**config.mk**
```make
export PLATFORM = sky130hd
export DESIGN_NAME = conv_seq_ctrl_flat
export DESIGN_NICKNAME = d
export VERILOG_FILES = /design/src/rtl/conv_seq_ctrl_if.sv /design/src/rtl/conv_seq_ctrl.sv /design/src/flat_wrapper.sv
export SDC_FILE = /design/constraint.sdc
export NUM_CORES = 1
export LEC_CHECK = 0
export BUFFER_PORTS_ARGS = -buffer_cell sky130_fd_sc_hd__buf_2
export CAP_MARGIN = 40
export CORE_MARGIN = 2
export CORE_UTILIZATION = 58
export CTS_CLUSTER_DIAMETER = 200
export DETAILED_ROUTE_END_ITERATION = 12
export HOLD_SLACK_MARGIN = 0.08
export PLACE_DENSITY = 0.82
export SETUP_SLACK_MARGIN = 0.02
export SYNTH_ARGS = -nofsm -noshare
export SYNTH_HDL_FRONTEND = slang
export SYNTH_SLANG_ARGS = --single-unit
```
**constraint.sdc**
```tcl
create_clock -name clk -period 3.9 [get_ports clk]
set_clock_uncertainty 0.1 [all_clocks]
set_input_delay 0.585 -clock clk [delete_from_list [all_inputs] [get_ports clk]]
set_output_delay 0.585 -clock clk [all_outputs]
set_load 0.05 [all_outputs]
```
**src/rtl/conv_seq_ctrl_if.sv**
```systemverilog
// Handshake/bus bundle between conv_seq_ctrl and its register block + memories/MAC.
// CONV_SEQ_CTRL_PERF_EN adds the cycles_o busy-cycle counter.
interface conv_seq_ctrl_if #(
  parameter int SIZE_W = 5
);
  logic              start_i;
  logic [SIZE_W-1:0] sizeX_i;
  logic [SIZE_W-1:0] sizeY_i;
  logic              busy_o;
  logic              done_o;
  logic              rd_en_o;
  logic [SIZE_W-1:0] addrX_o;
  logic [SIZE_W-1:0] addrY_o;
  logic              mac_en_o;
  logic              acc_clr_o;
  logic              zwe_o;
  logic [SIZE_W:0]   addrZ_o;
`ifdef CONV_SEQ_CTRL_PERF_EN
  logic [15:0]       cycles_o;

  modport master (
    input  start_i, sizeX_i, sizeY_i,
    output busy_o, done_o, rd_en_o, addrX_o, addrY_o,
           mac_en_o, acc_clr_o, zwe_o, addrZ_o, cycles_o
  );
  modport slave (
    output start_i, sizeX_i, sizeY_i,
    input  busy_o, done_o, rd_en_o, addrX_o, addrY_o,
           mac_en_o, acc_clr_o, zwe_o, addrZ_o, cycles_o
  );
`else
  modport master (
    input  start_i, sizeX_i, sizeY_i,
    output busy_o, done_o, rd_en_o, addrX_o, addrY_o,
           mac_en_o, acc_clr_o, zwe_o, addrZ_o
  );
  modport slave (
    output start_i, sizeX_i, sizeY_i,
    input  busy_o, done_o, rd_en_o, addrX_o, addrY_o,
           mac_en_o, acc_clr_o, zwe_o, addrZ_o
  );
`endif
endinterface

```
**src/rtl/conv_seq_ctrl.sv**
```systemverilog
// Convolution sequencer: walks i over the output and k over the valid X/Y overlap,
// driving reads, MAC enable, accumulator clear and Z writes. Option: CONV_SEQ_CTRL_PERF_EN.
module conv_seq_ctrl #(
  parameter int SIZE_W = 5
) (
  input  logic            clk,
  input  logic            rst,
  conv_seq_ctrl_if.master bus
);
  localparam int IW = SIZE_W + 1;
  localparam int SW = SIZE_W + 2;

  typedef enum logic [2:0] {
    S_IDLE, S_SETUP, S_READ, S_DRAIN, S_WRITE, S_DONE
  } state_t;

  state_t            state, state_nxt;
  logic [SIZE_W-1:0] sx, sy, k;
  logic [IW-1:0]     i;
  logic              mac_en_q;

  logic signed [SW-1:0] kmin_s, ik_s;
  logic [SIZE_W-1:0]    kmin, kmax, addr_y;
  logic [SW-1:0]        last_i_val;
  logic                 size_zero, last_k, last_i;
  logic                 busy, done, rd_en, acc_clr, zwe;
  logic                 lint_unused;

  // Signed index math: a negative lower bound / Y index clamps to 0.
  assign kmin_s = signed'({1'b0, i}) - signed'({2'b00, sy}) + signed'(SW'(1));
  assign ik_s   = signed'({1'b0, i}) - signed'({2'b00, k});
  assign kmin   = (kmin_s < 0) ? '0 : kmin_s[SIZE_W-1:0];
  assign addr_y = (ik_s   < 0) ? '0 : ik_s[SIZE_W-1:0];
  assign kmax   = (i < {1'b0, sx}) ? i[SIZE_W-1:0] : sx - SIZE_W'(1);

  assign last_i_val = {2'b00, sx} + {2'b00, sy} - SW'(2);
  assign last_i     = ({1'b0, i} == last_i_val);
  assign last_k     = (k == kmax);
  assign size_zero  = (bus.sizeX_i == '0) || (bus.sizeY_i == '0);
  assign lint_unused = ^{kmin_s[SW-1:SIZE_W], ik_s[SW-1:SIZE_W]};

  always_ff @(posedge clk) begin
    if (rst) state <= S_IDLE;
    else     state <= state_nxt;
  end

  always_comb begin
    state_nxt = state;
    busy      = 1'b1;
    done      = 1'b0;
    rd_en     = 1'b0;
    acc_clr   = 1'b0;
    zwe       = 1'b0;
    case (state)
      S_IDLE: begin
        busy = 1'b0;
        if (bus.start_i) state_nxt = size_zero ? S_DONE : S_SETUP;
      end
      S_SETUP: begin
        acc_clr   = 1'b1;
        state_nxt = S_READ;
      end
      S_READ: begin
        rd_en = 1'b1;
        if (last_k) state_nxt = S_DRAIN;
      end
      S_DRAIN: state_nxt = S_WRITE;
      S_WRITE: begin
        zwe       = 1'b1;
        state_nxt = last_i ? S_DONE : S_SETUP;
      end
      S_DONE: begin
        done      = 1'b1;
        state_nxt = S_IDLE;
      end
      default: state_nxt = S_IDLE;
    endcase
  end

  // mac_en trails rd_en by the one-cycle memory read latency
  always_ff @(posedge clk) begin
    if (rst) begin
      sx       <= '0;
      sy       <= '0;
      k        <= '0;
      i        <= '0;
      mac_en_q <= 1'b0;
    end else begin
      mac_en_q <= rd_en;
      case (state)
        S_IDLE:  if (bus.start_i) begin
                   sx <= bus.sizeX_i;
                   sy <= bus.sizeY_i;
                   i  <= '0;
                 end
        S_SETUP: k <= kmin;
        S_READ:  if (!last_k) k <= k + SIZE_W'(1);
        S_WRITE: if (!last_i) i <= i + IW'(1);
        default: ;
      endcase
    end
  end

  assign bus.busy_o    = busy;
  assign bus.done_o    = done;
  assign bus.rd_en_o   = rd_en;
  assign bus.addrX_o   = k;
  assign bus.addrY_o   = addr_y;
  assign bus.mac_en_o  = mac_en_q;
  assign bus.acc_clr_o = acc_clr;
  assign bus.zwe_o     = zwe;
  assign bus.addrZ_o   = i;

`ifdef CONV_SEQ_CTRL_PERF_EN
  logic [15:0] cycles;

  always_ff @(posedge clk) begin
    if (rst)                               cycles <= '0;
    else if (state == S_IDLE && bus.start_i) cycles <= '0;
    else if (busy && cycles != 16'hFFFF)   cycles <= cycles + 16'd1;
  end

  assign bus.cycles_o = cycles;
`endif
endmodule
```
**src/flat_wrapper.sv**
```systemverilog
// flat-port wrapper written by rule: the top's interface ports become plain ports
module conv_seq_ctrl_flat 
#(
  parameter int SIZE_W = 5
)
  (clk, rst, bus_start_i, bus_sizeX_i, bus_sizeY_i, bus_busy_o, bus_done_o, bus_rd_en_o, bus_addrX_o, bus_addrY_o, bus_mac_en_o, bus_acc_clr_o, bus_zwe_o, bus_addrZ_o);
  conv_seq_ctrl_if #(.SIZE_W(SIZE_W)) bus_i ();
  input  logic clk;
  input  logic rst;
  input wire logic [$bits(bus_i.start_i)-1:0] bus_start_i;
  input wire logic [$bits(bus_i.sizeX_i)-1:0] bus_sizeX_i;
  input wire logic [$bits(bus_i.sizeY_i)-1:0] bus_sizeY_i;
  output wire logic [$bits(bus_i.busy_o)-1:0] bus_busy_o;
  output wire logic [$bits(bus_i.done_o)-1:0] bus_done_o;
  output wire logic [$bits(bus_i.rd_en_o)-1:0] bus_rd_en_o;
  output wire logic [$bits(bus_i.addrX_o)-1:0] bus_addrX_o;
  output wire logic [$bits(bus_i.addrY_o)-1:0] bus_addrY_o;
  output wire logic [$bits(bus_i.mac_en_o)-1:0] bus_mac_en_o;
  output wire logic [$bits(bus_i.acc_clr_o)-1:0] bus_acc_clr_o;
  output wire logic [$bits(bus_i.zwe_o)-1:0] bus_zwe_o;
  output wire logic [$bits(bus_i.addrZ_o)-1:0] bus_addrZ_o;
  assign bus_i.start_i = bus_start_i;
  assign bus_i.sizeX_i = bus_sizeX_i;
  assign bus_i.sizeY_i = bus_sizeY_i;
  assign bus_busy_o = bus_i.busy_o;
  assign bus_done_o = bus_i.done_o;
  assign bus_rd_en_o = bus_i.rd_en_o;
  assign bus_addrX_o = bus_i.addrX_o;
  assign bus_addrY_o = bus_i.addrY_o;
  assign bus_mac_en_o = bus_i.mac_en_o;
  assign bus_acc_clr_o = bus_i.acc_clr_o;
  assign bus_zwe_o = bus_i.zwe_o;
  assign bus_addrZ_o = bus_i.addrZ_o;
  conv_seq_ctrl #(.SIZE_W(SIZE_W)) u_core (.clk(clk), .rst(rst), .bus(bus_i));
endmodule
```
==> results.py <==
metrics = {
    "run_status": {
        "status": "finished, final reports clean",
    },
    "routing": {
        "firstDrtPassIters": 4,
        "dr_total_vias": 2181,
        "post_drt_via_cell_ratio": 5.82,
        "wl_per_cell_um": 14.3,
        "drcViolationCount": 0,
        "detail-route-antenna-nets": 0,
        "finalWirelength_mm": 5.38,
        "drt_iter0_markers": 136,
    },
    "clock_network": {
        "htree_levels": 1,
        "clock_latency_ps": 280,
        "cts_resized": 0,
        "cts.reportedPaths.clkPinSlew_ps": 90,
        "clockBufferDepth": 2,
        "cts_setup_buffers": 0,
        "cts_buffers": 3,
        "cts_root_buf": "clkbuf_8",
        "hold_buffers": 0,
        "cts_tree": "yes",
        "numClockSinks": 25,
    },
    "synth": {
        "postSynthCellCount": 292,
        "synth.distinct_cells": 57,
        "synth_seq_cells": 25,
        "syn_area_per_cell_sq_um": 7.99,
        "synth_edf_count": 0,
        "synth_top_family_by_area": "simple AND/OR/NAND/NOR gates",
        "synth_xor_area_share_pct": 9.17,
        "synth_compound_area_share_pct": 19.0,
        "postSynthNetCount": 336,
        "synth_area_sq_um": 2330,
        "synth_warnings": 0,
        "yosys.area_share.simple_pct": 22.7,
        "synth-async-reset-ratio_pct": 0,
        "synth.area.mux_share_pct": 4.61,
        "ys.flop_type": "dfxtp_1",
        "synth-adder-area-share_pct": 17.6,
        "yosysSeqAreaShare_pct": 21.4,
    },
    "global_route": {
        "grt_pass1_vias": 1970,
        "grt_pass1_wl_mm": 8.78,
        "antenna_found_initial": 0,
        "global_route.usage.met1_pct": 31.9,
        "gr-usage-met2_pct": 45.8,
        "grt_remaining_overflow": 0,
        "use_met3_pct": 4.33,
        "grt.total_usage_pct": 25.7,
        "grt.busiest_layer": "met2",
        "grt_max_degree": 25,
    },
    "timing": {
        "rsz0062_at_grt": "false",
        "timing.fmax_ghz": 0.286,
        "setup_ws_ps": 401,
        "setup_viol_count_final": 0,
        "tns_ps": 0,
        "worst_slew_pin_slew_ps": 797,
        "min_period_ps": 3500,
        "fin_crit_sh_pct": 89.7,
        "relSlewSlack_pct": 46.7,
        "finalHoldViolations": 0,
        "slew_viol_final": 0,
    },
    "critical_path": {
        "worstPathCellList": "ha_1 > inv_1 > fa_1 > xor2_1 > ha_1 > xor2_1 > nand3_1 > a2111oi_0 > a21oi_1 > o31ai_2 > mux2i_1 > nor2_1",
        "cp.buffers_inverters": 1,
        "slowest_delay_ps": 550,
        "r2r_cells": 12,
        "cp-end-kind": "flop",
        "slowest_stage": "o31ai_2",
        "critPathKind": "reg2reg",
        "cp.arrival_ps": 3560,
        "worst-path-max-fanout": 11,
        "cp_num_cells": 12,
        "cp.required_ps": 3960,
        "critPathTopFamily": "compound AO/OA/AOI/OAI gates",
        "crit_path_start_kind": "flop",
    },
    "power_and_ir_drop": {
        "internal-power_w": 0.000598,
        "vdd_drop_max_mv": 0.341,
        "switching_share_pct": 46.6,
        "combPwrFrac_pct": 56.4,
        "clkPwrFrac_pct": 15.3,
        "p_leak_nw": 1.17,
        "powerDensity_nw_per_um2": 431,
        "p_sw_w": 0.000522,
        "pwr-share-seq_pct": 28.3,
    },
    "place": {
        "dpl.hpwl_mm": 4.21,
        "pre_cts_slack_ps": 449,
        "gp_congestion": 0.885,
        "io_buffer_count": 34,
    },
    "layout": {
        "regArea_sq_um": 500,
        "drive_gt1_share_pct": 16.6,
        "area_delta_synth_final_pct": 11.3,
        "multi_input_area_sq_um": 1710,
        "final_nets": 370,
        "diodes": 0,
        "fillers": 327,
        "final_cell_mix": "buf_2 (34), nand2_1 (33), ha_1 (28), a21oi_1 (26)",
        "final_common_cell": "buf_2",
    },
    "floorplan": {
        "initial_utilization_pct": 59.2,
        "die_x_um": 67.4,
        "die-area_sq_um": 4550,
        "io-pin-count": 35,
        "die_h_um": 67.4,
        "coreArea_sq_um": 3940,
        "rows": 23,
    },
    "hold_path": {
        "hp-class": "reg2reg",
        "whs_path_depth": 2,
    },
    "run": {
        "drv_cap": 0,
    },
}
[sequential cells by signal, summed over array words and instances, names as in the netlist]
signal	count
u_core.bus.mac_en_o	1
u_core.state	3
u_core.bus.addrX_o	5
u_core.sx	5
u_core.bus.addrZ_o	6
u_core.sy	5
[power groups by stage]
stage          Combinational (W)  Clock [W]  Sequential, W
3_3_place_gp            0.000617          0       0.000321
5_1_grt                 0.000694   0.000185       0.000323
4_1_cts                 0.000631   0.000175       0.000317
2_1_floorplan           0.000490          0       0.000342
3_5_place_dp            0.000627          0       0.000323
6_report                0.000632   0.000171       0.000318
[layout make-up]
class,count,area share (%)
well taps,50,2.41
multi-input cells,235,65.7
flip-flops and latches,25,19.3
inverters,25,3.61
repair buffers,36,7.13
clock inverters,1,0.337
clock buffers,3,1.59
[cell families (layout without fill, tap and decap cells)]
kind of cell | count (synthesis) | in the layout
and+or+nand+nor | 104 | 104
AOI/OAI and AO/OA | 68 | 68
buffers and inverters | 32 | 65
adders and majority gates | 31 | 31
DFF | 25 | 25
xor gates and xnor gates | 22 | 22
muxes | 10 | 10
[metal layers]
layer / up-vias / part of all wire [%]
li1: 1090 / -
met1: 1025 / 44
met2: 55 / 50
met3: 11 / 4.1
met4: 0 / 1.3
met5: - / 0
[Yosys cell counts (all sizes together), types with 4 or more instances]
library cell	instances	share of area, %
xnor2	13	4.9
mux2	6	2.9
nand4	4	1.1
nand3	5	1.1
ha	28	15
nand2b	4	1.1
dfxtp	25	21
o21ai	10	2.3
inv	25	4.0
nor2b	6	1.6
and2	4	1.1
xor2	8	3.3
nand2	33	5.3
a21oi	28	6.3
a21o	6	1.9
or3	4	1.1
nor2	25	4.0
clkbuf	5	0.80
mux2i	4	1.7
[worst reg2reg max path, stage by stage, from the launching register on]
cell,delay (ps)
dfxtp_1,410
ha_1,200
inv_1,60
fa_1,400
xor2_1,330
ha_1,310
xor2_1,130
nand3_1,100
a2111oi_0,380
a21oi_1,120
o31ai_2,550
mux2i_1,260
nor2_1,50
[path summary, 6_finish.rpt]
check / startpoint / endpoint / slack (ps)
worst max-delay path: u_core.sx[0] / u_core.bus.addrZ_o[1] / 400
worst min-delay path: u_core.sx[3] / u_core.sx[3] / 390
worst max register to register: u_core.sx[0] / u_core.bus.addrZ_o[1] / 400
worst min register to register: u_core.sx[3] / u_core.sx[3] / 390
[stage by stage]
| stage | utilization, % | power (W) | std cells | hold WS [ps] | cell area (sq um) |
|---|---|---|---|---|---|
| after global routing | 65.9 | 0.00120 | 375 | 413 | 2600 |
| after CTS | 65.9 | 0.00112 | 375 | 388 | 2600 |
| final | 65.9 | 0.00112 | 375 | 388 | 2600 |
| after detailed placement | 64.6 | 0.000950 | 371 | 373 | 2550 |
| after global placement | 64.6 | 0.000938 | 371 | 364 | 2550 |
| after floorplan | - | 0.000831 | 292 | 353 | 2330 |
Power figures use the tool's default switching activity.
